===== src/rtl/pe_mux_pkg.sv =====
// Shared definitions for the pipelined PE-array element selector:
// select-width sizing, the per-lane element extract helper and the counter width.
package pe_mux_pkg;

  localparam int BEAT_CNT_W = 16;

  // Upper bounds the extract helper is sized for; instances must stay within them
  // (NUM_PES <= MAX_PES and DATA_TYPE < MAX_DW).
  localparam int MAX_PES = 64;
  localparam int MAX_DW  = 32;

  // Select width for a given element count; a single element still gets one select bit.
  function automatic int sel_width(input int num_pes);
    return (num_pes > 1) ? $clog2(num_pes) : 1;
  endfunction

  // Pull element 'sel' (dw bits wide) out of a packed element vector.
  // Result is {range_error, element}; an out-of-range select yields error=1 and data 0.
  function automatic logic [MAX_DW:0] extract_lane(
    input logic [MAX_PES*MAX_DW-1:0] data,
    input logic [31:0]               sel,
    input logic [31:0]               num_pes,
    input logic [31:0]               dw
  );
    logic [MAX_PES*MAX_DW-1:0] shifted;
    logic [MAX_DW-1:0]         mask;
    shifted = data >> (sel * dw);
    mask    = ~({MAX_DW{1'b1}} << dw);
    if (sel >= num_pes) begin
      extract_lane = {1'b1, {MAX_DW{1'b0}}};
    end else begin
      extract_lane = {1'b0, shifted[MAX_DW-1:0] & mask};
    end
  endfunction

endpackage


===== src/rtl/mux_pipe_stage.sv =====
// One valid/ready register stage. It loads whenever it is empty or the stage
// after it is taking its current contents, so bubbles collapse under stall.
module mux_pipe_stage #(
  parameter int WIDTH = 36
) (
  input  logic             clk,
  input  logic             rst,
  input  logic             up_valid,
  input  logic [WIDTH-1:0] up_data,
  output logic             up_ready,
  output logic             down_valid,
  output logic [WIDTH-1:0] down_data,
  input  logic             down_ready
);

  assign up_ready = !down_valid || down_ready;

  // Valid bit follows the upstream valid whenever this stage is enabled.
  always_ff @(posedge clk or posedge rst) begin
    if (rst) begin
      down_valid <= 1'b0;
    end else if (up_ready) begin
      down_valid <= up_valid;
    end
  end

  // Payload only captures real beats, so outputs stay at zero after reset until the first beat.
  always_ff @(posedge clk or posedge rst) begin
    if (rst) begin
      down_data <= '0;
    end else if (up_ready && up_valid) begin
      down_data <= up_data;
    end
  end

endmodule


===== src/rtl/pipelined_crossbar_mux.sv =====
// Multi-lane element selector for the PE result bus. Each lane picks one element,
// the selected lanes plus range-error flags travel through a valid/ready register chain,
// and completed output transfers are counted with saturation.
module pipelined_crossbar_mux
  import pe_mux_pkg::*;
#(
  parameter int NUM_PES     = 16,
  parameter int DATA_TYPE   = 8,
  parameter int NUM_OUT     = 4,
  parameter int NUM_SEL     = sel_width(NUM_PES),
  parameter int PIPE_STAGES = 2
) (
  input  logic                           clk,
  input  logic                           rst,
  input  logic                           in_valid,
  output logic                           in_ready,
  input  logic [NUM_OUT*NUM_SEL-1:0]     sel_in,
  input  logic [NUM_PES*DATA_TYPE-1:0]   data_in,
  output logic                           out_valid,
  input  logic                           out_ready,
  output logic [NUM_OUT*DATA_TYPE-1:0]   data_out,
  output logic [NUM_OUT-1:0]             sel_err,
  output logic [BEAT_CNT_W-1:0]          beat_count
);

  // Each lane carries {error, element} through the pipeline.
  localparam int LANE_W = DATA_TYPE + 1;
  localparam int PAY_W  = NUM_OUT * LANE_W;

  logic [MAX_PES*MAX_DW-1:0]                     data_ext;
  logic [NUM_OUT-1:0][MAX_DW:0]                  lane_raw;
  logic [NUM_OUT-1:0][MAX_DW-DATA_TYPE-1:0]      lane_spare_unused;
  logic [PAY_W-1:0]                              stage_in;
  logic [PAY_W-1:0]                              last_data;

  // Per-lane element selection with range checking, packed into the stage payload.
  always_comb begin
    data_ext                          = '0;
    data_ext[NUM_PES*DATA_TYPE-1:0]   = data_in;
    stage_in                          = '0;
    lane_raw                          = '0;
    lane_spare_unused                 = '0;
    for (int i = 0; i < NUM_OUT; i++) begin
      lane_raw[i] = extract_lane(data_ext, 32'(sel_in[i*NUM_SEL +: NUM_SEL]),
                                 32'(NUM_PES), 32'(DATA_TYPE));
      lane_spare_unused[i] = lane_raw[i][MAX_DW-1:DATA_TYPE];
      stage_in[i*LANE_W +: LANE_W] = {lane_raw[i][MAX_DW], lane_raw[i][DATA_TYPE-1:0]};
    end
  end

  // Register chain; ready ripples back from out_ready to in_ready with no skid buffer.
  for (genvar s = 0; s < PIPE_STAGES; s++) begin : g_stage
    logic             up_valid;
    logic             up_ready;
    logic [PAY_W-1:0] up_data;
    logic             down_valid;
    logic             down_ready;
    logic [PAY_W-1:0] down_data;

    if (s == 0) begin : g_first
      assign up_valid = in_valid;
      assign up_data  = stage_in;
    end else begin : g_next
      assign up_valid = g_stage[s-1].down_valid;
      assign up_data  = g_stage[s-1].down_data;
    end

    if (s == PIPE_STAGES - 1) begin : g_tail
      assign down_ready = out_ready;
    end else begin : g_body
      assign down_ready = g_stage[s+1].up_ready;
    end

    mux_pipe_stage #(.WIDTH(PAY_W)) u_stage (
      .clk        (clk),
      .rst        (rst),
      .up_valid   (up_valid),
      .up_data    (up_data),
      .up_ready   (up_ready),
      .down_valid (down_valid),
      .down_data  (down_data),
      .down_ready (down_ready)
    );
  end

  assign in_ready  = g_stage[0].up_ready;
  assign out_valid = g_stage[PIPE_STAGES-1].down_valid;
  assign last_data = g_stage[PIPE_STAGES-1].down_data;

  // Outputs are plain slices of the last-stage register.
  always_comb begin
    data_out = '0;
    sel_err  = '0;
    for (int i = 0; i < NUM_OUT; i++) begin
      data_out[i*DATA_TYPE +: DATA_TYPE] = last_data[i*LANE_W +: DATA_TYPE];
      sel_err[i]                         = last_data[i*LANE_W + DATA_TYPE];
    end
  end

  // Count completed output transfers, holding at all-ones instead of wrapping.
  always_ff @(posedge clk or posedge rst) begin
    if (rst) begin
      beat_count <= '0;
    end else if (out_valid && out_ready && (beat_count != '1)) begin
      beat_count <= beat_count + 1'b1;
    end
  end

endmodule


===== config.mk =====
export PLATFORM = sky130hd
export DESIGN_NAME = pipelined_crossbar_mux
export DESIGN_NICKNAME = d
export VERILOG_FILES = /design/src/rtl/pe_mux_pkg.sv /design/src/rtl/mux_pipe_stage.sv /design/src/rtl/pipelined_crossbar_mux.sv
export SDC_FILE = /design/constraint.sdc
export NUM_CORES = 1
export LEC_CHECK = 0
export CAP_MARGIN = 20
export CORE_MARGIN = 3
export CORE_UTILIZATION = 44
export DETAILED_ROUTE_END_ITERATION = 12
export GPL_TIMING_DRIVEN = 0
export PLACE_DENSITY = 0.86
export SYNTH_ARGS = -nofsm -noshare
export SYNTH_HDL_FRONTEND = slang
export SYNTH_SLANG_ARGS = --single-unit

===== constraint.sdc =====
create_clock -name clk -period 2.4 [get_ports clk]
set_input_delay 0.24 -clock clk [delete_from_list [all_inputs] [get_ports clk]]
set_output_delay 0.24 -clock clk [all_outputs]
set_load 0.01 [all_outputs]

Word-level counts from Yosys, hierarchy flattened
Cells that the tools add are included.

operators by class
  add/sub/neg operators = 1
  equal/unequal tests = 1
  shift operators = 4
  reductions and logical operators = 8

operators by type and width
  operator                                                         number
  128-bit by 7-bit right shift with 8-bit output                   4
  16-bit by 1-bit adder with 16-bit output, second input constant  1
  16-bit inequality test, second input constant                    1
  1-bit logical AND                                                4
  1-bit logical NOT                                                2
  1-bit logical OR                                                 2

storage, ports and cells
  register bits = 82
  bits of input ports = 148
  logic and storage cells = 19

Depth between registers and ports, before layout
  word-level depth = 4
  gate-level depth with buffers = 6
  depth with buffers taken out = 5

Modules after synthesis
Synthesis repeated with hierarchy kept, for this count alone.

second synthesis, totals
  cells, all modules = 521
  area, all modules = 7588.5 um2

modules (own cells, without submodules)
  module                  times used  cells each  area an instance (um2)  sequential area each (um2)
  pipelined_crossbar_mux  1           361         4563.1                  400.4
  mux_pipe_stage          2           80          1512.7                  925.9

Least setup slack after synthesis
Ideal clock, no wire load.

  kind = reg2reg
  from = register beat_count[0]
  to = register beat_count[1]
  library setup time = 0.125 ns
  data arrival time = 1.758 ns
  data required time = 2.275 ns
  setup slack = 0.517 ns
  cell stages (with the launch flop) = 5
  clock period less this slack = 1.883 ns
  path through = dfrtp_1 ha_1 and3_1 a41oi_1 mux2_2

on the way
  cells in the longest elaborated chain, start to end = 2
  elaborated cells on any way between the ends = 3
  classes of those cells = add/sub (1); eq/ne (1); reduce/logical (1)

RTL lines
  what                                                                                              line                           RTL
  start: declaration                                                                                pipelined_crossbar_mux.sv:23   output logic [BEAT_CNT_W-1:0] beat_count
  start signal: assignment                                                                          pipelined_crossbar_mux.sv:105  beat_count <= beat_count + 1'b1;
  parallel branches: the longest is 2 deep, another holds 16-bit by 1-bit adder with 16-bit output  -

Several ways; the timed one is not identified.
A chain may end at the register's enable or synchronous reset.

Final worst setup path
  from = input sel_in[15]
  to = register g_stage[0].u_stage.down_data[34]

on the way
  cells in the longest elaborated chain, start to end = 1

RTL lines
  what                                            line                          RTL
  start: declaration                              pipelined_crossbar_mux.sv:17  input logic [NUM_OUT*NUM_SEL-1:0] sel_in,
  128-bit by 7-bit right shift with 8-bit output  pe_mux_pkg.sv:27              shifted = data >> (sel * dw);
  end signal: assignment                          mux_pipe_stage.sv:32          down_data <= up_data;
  end: declaration                                mux_pipe_stage.sv:12          output logic [WIDTH-1:0] down_data,

Every way passes these cells.

==> results.py <==
metrics = {
    "timing": {
        "clock_skew_ns": 0.00807,
        "setup_violations": 0,
        "max_slew_margin_pct": 45.5,
        "drv_slew": 0,
        "setup_ws_ns": 0.187,
        "period_minus_slack_ns": 2.21,
        "clock.fmax_ghz": 0.452,
        "finalCritPeriodShare_pct": 92.2,
        "tns_ns": 0,
        "rsz0062_at_grt": "false",
        "tightest_slew_ns": 0.818,
        "final-hold-violation-count": 0,
    },
    "critical_path": {
        "endpoint": "g_stage[0].u_stage.down_data[34]",
        "r2r_slack_ns": 0.30,
        "crit_chain": "clkdlybuf4s50_1, buf_1, mux4_2, mux2_2, o22ai_1, a21oi_1",
        "crit_type": "input pin to flip-flop",
        "slowest_delay_ns": 0.65,
        "worst_r2r_endpoint": "beat_count[1]",
        "r2r_start": "beat_count[0]",
        "critPathMaxFanout": 10,
        "required_ns": 2.61,
        "path_buf_inv": 2,
        "cp-start-kind": "input pin",
        "reg2reg_depth": 4,
        "cp-end-kind": "flip-flop",
        "cp_num_cells": 6,
        "cpLargestDelayFamily": "buffers and inverters",
        "slowest_stage": "buf_1",
        "critPathLaunch": "sel_in[15]",
        "worstPathArrival_ns": 2.42,
    },
    "die": {
        "io_pins": 202,
        "coreArea_sq_um": 15400,
        "dieArea_sq_um": 17400,
        "start_util_pct": 45.5,
        "chipHeight_um": 132,
        "rows": 45,
        "fp.dieW_um": 132,
    },
    "place": {
        "pre_cts_ws_ns": -0.0874,
        "place_area_sq_um": 9190,
        "place.gp.congestion": 0.975,
        "dp.cells": 901,
        "dp_hpwl_mm": 19.4,
        "io_buffer_count": 189,
    },
    "layout": {
        "fill_cells": 1156,
        "drive_gt1_share_pct": 34.6,
        "multiInputGateArea_sq_um": 4640,
        "nets": 850,
        "final_cell_area_sq_um": 9480,
        "fin_cells": 917,
        "final_util_pct": 61.6,
        "synthToLayoutAreaGrowth_pct": 35.5,
        "final-seq-area_sq_um": 2050,
        "antenna_cells": 0,
    },
    "global_route": {
        "grt_pass1_wl_mm": 38.0,
        "grt_overflow": 0,
        "track_usage_pct": 28.1,
        "grt_pass1_vias": 6431,
        "antenna_found_initial": 1,
        "grt_max_degree": 56,
    },
    "route": {
        "drt_wl_total_mm": 24.4,
        "wl_per_cell_um": 26.6,
        "drc_errors": 0,
        "first_pass_iters": 7,
        "ant_nets": 0,
        "first_iter_violations": 631,
        "vias": 6180,
        "vias_per_cell": 6.74,
    },
    "clock_network": {
        "cts_buffers": 9,
        "clk_pin_slew_ns": 0.07,
        "cts_sinks": 82,
        "cts_tree": "done",
        "root_buffer": "clkbuf_16",
        "cts_setup_buffers": 0,
        "cts_resized": 0,
        "clk_latency_ns": 0.34,
        "holdBufCountCts": 0,
        "htreeDepth": 3,
        "clock_path_buffers": 2,
    },
    "synthesis": {
        "async_flop_share_pct": 100,
        "syn_area_sq_um": 6990,
        "synthCells": 497,
        "synth_ff_type": "dfrtp_1",
        "yosysSeqAreaShare_pct": 29.3,
        "synthDominantCellAreaShare_pct": 41.2,
        "yosysMostFrequentCell": "mux4_2",
        "yosys.area.top_type": "mux4_2",
        "yosys_warnings": 0,
        "yosysUniqueCellTypes": 30,
        "avgSynthCellArea_sq_um": 14.1,
        "synth_area_leaders": "mux4_2 (41%), dfrtp_1 (29%), mux2_2 (10%)",
        "synth_edf_count": 0,
        "ys_ff_latch": 82,
        "synth_common_cells": "mux4_2 (128), dfrtp_1 (82), mux2_2 (65)",
    },
    "run": {
        "drv_cap": 0,
    },
    "power": {
        "ir_worst_vdd_v": 0.000348,
        "p_per_area_nw_per_um2": 579,
        "p_leak_nw": 3.38,
    },
    "worst_hold_path": {
        "holdCritPathClass": "input pin to asynchronous set/reset pin",
    },
    "status": {
        "status": "complete, no violations",
    },
}
-- routing by layer --
| layer | global-route usage (%) | wire (um) | vias up |
|---|---|---|---|
| li1 | - | - | 2539 |
| met1 | 36.0 | 8870 | 3106 |
| met2 | 47.7 | 12200 | 466 |
| met3 | 5.69 | 2310 | 69 |
| met4 | 10.5 | 1010 | 0 |
| met5 | 0 | 0 | - |
-- per-stage QoR --
| step | hold slack (ns) | total power (W) |
|---|---|---|
| finish | 0.245 | 0.00548 |
| CTS | 0.255 | 0.00549 |
| floorplan | 0.348 | 0.00306 |
| detailed placement | 0.479 | 0.00419 |
| global placement | 0.465 | 0.00410 |
| global route | 0.272 | 0.00573 |
-- state kept, by name (all words and copies together), names as in the netlist --
register                    count
g_stage.u_stage.down_valid      2
g_stage.u_stage.down_data      64
beat_count                     16
-- cells in the final DEF (no fill, tap or decap), types with 2 or more instances in the layout --
master / count
buf_1: 15
buf_4: 5
conb_1: 4
buf_2: 16
nand4_1: 9
o22ai_1: 64
clkbuf_16: 9
a31oi_1: 4
inv_6: 2
nand2_1: 6
and3_1: 4
or2_2: 4
a21oi_1: 33
and4_1: 3
nor3_1: 3
nand3_1: 7
clkinv_4: 2
mux2_2: 65
clkdlybuf4s50_1: 189
dfrtp_1: 82
xor2_1: 6
xnor2_1: 7
mux4_2: 128
buf_6: 8
and2_1: 2
clkbuf_1: 11
nand2b_1: 7
-- power breakdown --
part / internal [W] / leakage [nW] / total [W] / switching [W]
Sequential: 0.00171 / 0.934 / 0.00197 / 0.000264
Clock: 0.000717 / 0.138 / 0.00131 / 0.000591
Combinational: 0.00130 / 2.31 / 0.00220 / 0.000908
Total: 0.00372 / 3.38 / 0.00548 / 0.00176
-- cell type report --
cell class | count | area share [%]
Tap cell | 211 | 2.79
Timing Repair Buffer | 190 | 20.3
Sequential cell | 82 | 21.7
Buffer | 55 | 3.22
Inverter | 1 | 0.0660
Clock buffer | 9 | 2.38
Multi-Input combinational cell | 362 | 49.0
Clock inverter | 7 | 0.621
-- cell families after synthesis --
family / Yosys count / share of synthesized area, %
muxes: 193 / 51.7
AOI/OAI and AO/OA: 102 / 8.57
DFF: 82 / 29.3
buffers and inverters: 56 / 4.42
and+or+nand+nor: 49 / 4.13
xor gates and xnor gates: 13 / 1.63
adders and majority gates: 1 / 0.179
other: 1 / 0.0536
-- worst min-delay path by stage --
| stage | start | to | cells after the start |
|---|---|---|---|
| detailed placement | beat_count[13] | beat_count[13] | 1 |
| global route | rst | g_stage[1].u_stage.down_data[12] | 2 |
| CTS | rst | g_stage[1].u_stage.down_data[12] | 2 |
| global placement | g_stage[0].u_stage.down_valid | g_stage[1].u_stage.down_valid | 1 |
| floorplan | in_valid | g_stage[0].u_stage.down_valid | 1 |
| finish | rst | g_stage[1].u_stage.down_data[2] | 2 |
Note: power is estimated with default switching activity, not from simulation.
